[src/rtl/mc6809_clk_pkg.sv]
// Shared phase encoding, E/Q decode and parameter limits for the 6809 clock generator.
// Optional cycle counter in the top is enabled by MC6809_CLKGEN_CYCLE_CNT_EN.
package mc6809_clk_pkg;

  typedef enum logic [1:0] {
    PH_EL_QL = 2'd0,
    PH_EL_QH = 2'd1,
    PH_EH_QH = 2'd2,
    PH_EH_QL = 2'd3
  } phase_e;

  localparam int DIV_MIN         = 1;
  localparam int DIV_MAX         = 256;
  localparam int STRETCH_MIN     = 0;
  localparam int STRETCH_MAX_LIM = 255;

  typedef struct packed {
    logic e;
    logic q;
  } eq_t;

  // Gray-style quadrature: Q leads E by one quarter.
  function automatic eq_t eq_decode(input logic [1:0] ph);
    eq_t r;
    r.e = ph[1];
    r.q = ph[1] ^ ph[0];
    return r;
  endfunction

endpackage

[src/rtl/mc6809_clk_prescale.sv]
// Quarter-phase prescaler: qcnt runs 0..DIV-1, tick marks the last count.
// hold forces the count back to zero so a parked bus restarts on a clean quarter.
module mc6809_clk_prescale
  import mc6809_clk_pkg::*;
#(
  parameter int DIV = 1
) (
  input  logic clk,
  input  logic reset,
  input  logic hold,
  output logic tick
);

  localparam int            QW   = (DIV > 1) ? $clog2(DIV) : 1;
  localparam logic [QW-1:0] QMAX = QW'(DIV - 1);

  logic [QW-1:0] qcnt_q, qcnt_d;

  assign tick = (qcnt_q == QMAX);

  always_comb begin
    qcnt_d = qcnt_q + 1'b1;
    if (hold || tick) qcnt_d = '0;
  end

  always_ff @(posedge clk) begin
    if (reset) qcnt_q <= '0;
    else       qcnt_q <= qcnt_d;
  end

endmodule

[src/rtl/mc6809_clkgen.sv]
// 6809 E/Q quadrature generator with MRDY stretch, RUN parking and edge-enable strobes.
// Define MC6809_CLKGEN_CYCLE_CNT_EN to build the completed E-cycle counter on CYCLES.
module mc6809_clkgen
  import mc6809_clk_pkg::*;
#(
  parameter int DIV         = 1,
  parameter int STRETCH_MAX = 10
) (
  input  logic        CLK,
  input  logic        RESET,
  input  logic        MRDY,
  input  logic        RUN,
  output logic        E,
  output logic        Q,
  output logic        E_RISE_EN,
  output logic        E_FALL_EN,
  output logic        Q_RISE_EN,
  output logic        Q_FALL_EN,
  output logic [1:0]  PHASE,
  output logic        STRETCHED,
  output logic        STRETCH_TIMEOUT,
  output logic [31:0] CYCLES
);

  if (DIV < DIV_MIN || DIV > DIV_MAX) begin : g_bad_div
    $error("mc6809_clkgen: DIV out of range");
  end
  if (STRETCH_MAX < STRETCH_MIN || STRETCH_MAX > STRETCH_MAX_LIM) begin : g_bad_stretch
    $error("mc6809_clkgen: STRETCH_MAX out of range");
  end

  localparam logic [7:0] SMAX = 8'(STRETCH_MAX);

  phase_e     phase_q, phase_d;
  logic [7:0] scnt_q, scnt_d;
  logic       stretched_q, stretched_d;
  logic       timeout_q, timeout_d;
  logic       e_q, q_q;
  logic       e_rise_q, e_rise_d, e_fall_q, e_fall_d;
  logic       q_rise_q, q_rise_d, q_fall_q, q_fall_d;
  eq_t        eq_d;
  logic       tick;
  logic       hold;

  assign hold = (phase_q == PH_EL_QL) && !RUN;

  mc6809_clk_prescale #(.DIV(DIV)) u_prescale (
    .clk   (CLK),
    .reset (RESET),
    .hold  (hold),
    .tick  (tick)
  );

  always_comb begin
    phase_d     = phase_q;
    scnt_d      = scnt_q;
    stretched_d = stretched_q;
    timeout_d   = 1'b0;
    if (tick) begin
      case (phase_q)
        PH_EL_QL: if (RUN) phase_d = PH_EL_QH;
        PH_EL_QH: phase_d = PH_EH_QH;
        PH_EH_QH: phase_d = PH_EH_QL;
        PH_EH_QL: begin
          if (!MRDY && (scnt_q < SMAX)) begin
            scnt_d      = scnt_q + 8'd1;
            stretched_d = 1'b1;
          end else begin
            phase_d     = PH_EL_QL;
            scnt_d      = '0;
            stretched_d = 1'b0;
            // A zero stretch budget means MRDY is simply ignored, not a timeout.
            timeout_d   = !MRDY && (SMAX != 8'd0);
          end
        end
        default: phase_d = PH_EL_QL;
      endcase
    end
    eq_d     = eq_decode(phase_d);
    e_rise_d = eq_d.e & ~e_q;
    e_fall_d = ~eq_d.e & e_q;
    q_rise_d = eq_d.q & ~q_q;
    q_fall_d = ~eq_d.q & q_q;
  end

  always_ff @(posedge CLK) begin
    if (RESET) begin
      phase_q     <= PH_EL_QL;
      scnt_q      <= '0;
      stretched_q <= 1'b0;
      timeout_q   <= 1'b0;
      e_q         <= 1'b0;
      q_q         <= 1'b0;
      e_rise_q    <= 1'b0;
      e_fall_q    <= 1'b0;
      q_rise_q    <= 1'b0;
      q_fall_q    <= 1'b0;
    end else begin
      phase_q     <= phase_d;
      scnt_q      <= scnt_d;
      stretched_q <= stretched_d;
      timeout_q   <= timeout_d;
      e_q         <= eq_d.e;
      q_q         <= eq_d.q;
      e_rise_q    <= e_rise_d;
      e_fall_q    <= e_fall_d;
      q_rise_q    <= q_rise_d;
      q_fall_q    <= q_fall_d;
    end
  end

  assign E               = e_q;
  assign Q               = q_q;
  assign E_RISE_EN       = e_rise_q;
  assign E_FALL_EN       = e_fall_q;
  assign Q_RISE_EN       = q_rise_q;
  assign Q_FALL_EN       = q_fall_q;
  assign PHASE           = phase_q;
  assign STRETCHED       = stretched_q;
  assign STRETCH_TIMEOUT = timeout_q;

`ifdef MC6809_CLKGEN_CYCLE_CNT_EN
  logic [31:0] cycles_q, cycles_d;

  always_comb begin
    cycles_d = cycles_q;
    if (phase_q == PH_EH_QL && phase_d == PH_EL_QL) cycles_d = cycles_q + 32'd1;
  end

  always_ff @(posedge CLK) begin
    if (RESET) cycles_q <= '0;
    else       cycles_q <= cycles_d;
  end

  assign CYCLES = cycles_q;
`else
  assign CYCLES = '0;
`endif

endmodule

[config.mk]
export PLATFORM = sky130hd
export DESIGN_NAME = mc6809_clkgen
export DESIGN_NICKNAME = d
export VERILOG_FILES = /design/src/rtl/mc6809_clk_pkg.sv /design/src/rtl/mc6809_clk_prescale.sv /design/src/rtl/mc6809_clkgen.sv
export SDC_FILE = /design/constraint.sdc
export NUM_CORES = 1
export LEC_CHECK = 0
export CORE_MARGIN = 1
export CORE_UTILIZATION = 44
export DETAILED_ROUTE_END_ITERATION = 7
export PLACE_DENSITY = 0.84
export SLEW_MARGIN = 20
export SYNTH_ARGS = -nofsm -noshare
export SYNTH_HDL_FRONTEND = slang
export SYNTH_HIERARCHICAL = 1
export SYNTH_SLANG_ARGS = --single-unit
[constraint.sdc]
create_clock -name CLK -period 3 [get_ports CLK]
set_input_delay 0.45 -clock CLK [delete_from_list [all_inputs] [get_ports CLK]]
set_output_delay 0.45 -clock CLK [all_outputs]
set_load 0.005 [all_outputs]
# [Word-level counts from Yosys, hierarchy flattened]
# Index checks and enable logic that the tools add are counted.
[classes] eq_ne=3 n_lt_le_gt_ge=1 mux=6 n_bitwise=11 add_sub_neg=2 n_reduce_logical=9
[op_table] cell="adder 8 x 1 -> 8 bit, second input constant" count=1
[op_table] cell="less-than comparator 8 x 4 -> 1 bit, second input constant" count=1
[op_table] cell="2-to-1 mux 8 bit" count=1
[op_table] cell="one-hot mux 2 bit (4 select lines)" count=1
[op_table] cell="2-to-1 mux 2 bit" count=3
[op_table] cell="inverter 1 bit" count=6
[op_table] cell="AND 1 bit" count=4
[op_table] cell="== test 2 bit, second input constant" count=2
[op_table] cell="OR reduction 4 bit" count=1
[op_table] cell="== test 2 x 1 -> 1 bit, second input constant" count=1
[op_table] cell="logical AND 1 bit" count=2
[op_table] cell="logical NOT 1 bit" count=2
[op_table] cell="logical NOT 2 bit" count=1
[op_table] cell="AND reduction 2 bit" count=1
[op_table] cell="OR reduction 2 bit" count=1
[op_table] cell="adder 1 bit, second input constant" count=1
[op_table] cell="logical OR 1 bit" count=1
[op_table] cell="2-to-1 mux 1 bit" count=1
[op_table] cell="XOR 1 bit" count=1
[word_totals] output_inout_bits=42 regBits=19 inputBits=4 elab_cells=43

# [Depth between registers and ports, before layout]
[depth] ltp_word=8 ltp_mapped=5 mapped_depth_nobuf=4

# [Modules after synthesis]
# Netlist, hierarchy kept.
[modules_own_cells] module="mc6809_clkgen" n_inst=1 seq_area_each_um2=340.3 area_per_inst_um2=980.9 cells_per_inst=111
[modules_own_cells] module="mc6809_clk_prescale" n_inst=1 seq_area_each_um2=20.0 area_per_inst_um2=27.5 cells_per_inst=3

# [Worst setup path after synthesis]
# No wires, ideal clock.
[synth_timing] path_kind="flip-flop to flip-flop" startpoint="reg phase_q[1], in the netlist PHASE[1]" endpoint="reg scnt_q[7]" path_stages_with_launch=4 t_arrival_ps=1275 synth_period_minus_slack_ps=1355 path_buffers=0 setup_time_ps=80 required_ps=2920 path_slack_ps=1645 cell_sequence="dfxtp_1 nand4_2 or4_1 a211oi_2"
[synth_via] elab_chain_cells=2
[synth_lines] item="start, declared" line_no="mc6809_clkgen.sv:34" source="phase_e phase_q, phase_d;"
[synth_lines] item="start signal, assigned" line_no="mc6809_clkgen.sv:99" source="phase_q <= phase_d;"
[synth_lines] item="== test 2 bit" line_no="mc6809_clkgen.sv:60" source="case (phase_q)"
[synth_lines] item="AND reduction 2 bit (no source line)"
[synth_lines] item="end signal, assigned" line_no="mc6809_clkgen.sv:100" source="scnt_q <= scnt_d;"
[synth_lines] item="end, declared" line_no="mc6809_clkgen.sv:35" source="logic [7:0] scnt_q, scnt_d;"
# Every way passes these cells.
# A chain may end at the register's enable or synchronous reset.

==> impl_metrics.tcl <==
set metrics [dict create \
    rows 16 \
    clock-root-buffer "clkbuf_4" \
    hold_path.startpoint "Q" \
    start_kind "flop" \
    skew_ns 0.00775 \
    max_freq_ghz 0.512 \
    wirelength_um 1710 \
    nets 129 \
    combPwrFrac 0.099 \
    ant_nets 0 \
    area_growth_syn_to_layout_pct 3.74 \
    critPathArrivalTime_ns 1.50 \
    grt_setup_unrepaired "false" \
    worst_path_max_delay_cell "dfxtp_1" \
    die_h_um 49.8 \
    cpPeakStageDelay_ns 0.62 \
    cts.repair.resized 0 \
    n_antenna_cell 0 \
    grt-ovfl-total 0 \
    crit_cells 1 \
    grt_usage 0.147 \
    r2r_end "scnt_q[7]" \
    antenna_found_initial 0 \
    cpLargestDelayFamily "flip-flops" \
    critPathMaxFanout 14 \
    cts_setup_buffers 0 \
    n_fill_cell 200 \
    placed_cells 146 \
    worstPathCellList "clkdlybuf4s50_1" \
    start_util 0.491 \
    status "complete, no violations" \
    cts_buffer_depth 2 \
    ioPinCount 46 \
    cts_made_buffers 3 \
    fin_crit_sh 0.651 \
    power_density_nw_per_um2 429 \
    clk_pin_slew_ns 0.10 \
    avgRoutedWirePerCell_um 11.4 \
    maxCapViolations 0 \
    synth_area_um2 1000 \
    cts-htree-levels 1 \
    slew_headroom 0.584 \
    grt_first_pass_wirelength_um 2750 \
    min_to "Q_RISE_EN" \
    hold_buffers 0 \
    p_int_uw 339 \
    coreArea_um2 2040 \
    syn_inst 113 \
    postSynthAreaPerCell_um2 8.88 \
    clkSinkCount 18 \
    fin_ws_ns 1.05 \
    die_w_um 49.8 \
    layout.area.seq_um2 360 \
    fin_hold_ws_ns 0.469 \
    route.detailed.drc 0 \
    drt-vias-per-instance 4.87 \
    hpwl_um 1240 \
    slew_violations 0 \
    p_clk_frac 0.332 \
    cp.required_ns 2.55 \
    hold_viol_final 0 \
    place.port_buffers 13 \
    power_leakage_uw 0.000431 \
    place_area_um2 1000 \
    setup_viol 0 \
    dr_total_vias 731 \
    hold_class "reg2reg" \
    multi_input_area_um2 469 \
    worstMarginPinSlew_ns 0.621 \
    cp_num_buf_inv 1 \
    timing.final.crit_period_ns 1.95 \
    seqPwrFrac 0.569 \
    gp_congestion 0.797 \
    r2r_start "PHASE[1]" \
    ys_warn_count 6 \
    fin_cells 150 \
    dpl_worst_slack_ns 1.25 \
    tns_ns 0 \
    crit_type "reg2out" \
    grt_start_max_net_pins 18 \
    drtIter0Drc 20 \
    drive_gt1_frac 0.0732 \
    die_area_um2 2480 \
    clk_latency_ns 0.29 \
    peakVddDrop_uv 319 \
    final_cell_area_um2 1040 \
    endpoint_kind "output port" \
    reg2regPathDepth 3 \
    grt_pass1_vias 619 \
    drtPass1Iterations 4 \
    hold_depth 1 \
    ff2ff_setup_slack_ns 1.29 \
    cts_tree "done" \
    switchingPower_uw 107 \
    swShare 0.241 \
]
==> worst max-delay path by stage <==
stage / from / end
2_1_floorplan: PHASE[1] / scnt_q[7]
3_3_place_gp: MRDY / STRETCH_TIMEOUT
3_5_place_dp: MRDY / STRETCH_TIMEOUT
4_1_cts: PHASE[1] / E
5_1_grt: PHASE[1] / PHASE[1]
6_report: PHASE[1] / E
==> cell type report <==
| class | count | share of cell area |
|---|---|---|
| multi-input cells | 85 | 0.451 |
| flip-flops and latches | 18 | 0.346 |
| inverters | 3 | 0.0108 |
| clock buffers | 4 | 0.0349 |
| well taps | 27 | 0.0325 |
| repair buffers | 13 | 0.125 |
==> power groups by stage <==
stage	sequential [uW]	clock, uW	combinational [uW]
after floorplan	255	0	60.6
after detailed placement	259	0	43.4
after global routing	255	162	49.5
after global placement	259	0	42.7
after CTS	254	153	43.5
final	254	148	44.3
==> metrics by stage <==
| stage | util | power [uW] |
|---|---|---|
| after floorplan | - | 316 |
| after global placement | 0.492 | 301 |
| after global routing | 0.510 | 466 |
| final | 0.510 | 446 |
| after detailed placement | 0.492 | 303 |
| after CTS | 0.510 | 450 |
==> metal layers <==
layer  vias up  share of wire  global-route usage
li1        347              -                   -
met3         2          0.074              0.0556
met4         0         0.0076              0.0571
met2        38           0.48               0.234
met1       344           0.44               0.178
met5         -              0                   0
==> placed cells by master (no fill, tap or decap), drive strengths merged, types with 2 or more instances in the layout <==
master,count
nor3,6
nand2,7
clkbuf,4
dfxtp,18
or3,2
nor3b,2
o21bai,2
a211oi,3
nand4,6
inv,3
conb,33
a21oi,3
clkdlybuf4s50,13
nor2,3
o21ai,3
==> flip-flops by register name, summed over array words and instances, names as in the netlist <==
name / count
Q_FALL_EN: 1
E_FALL_EN: 1
PHASE: 2
Q: 1
Q_RISE_EN: 1
u_prescale/qcnt_q: 1
STRETCH_TIMEOUT: 1
scnt_q: 8
E_RISE_EN: 1
STRETCHED: 1
(Power assumes the default switching activity.)
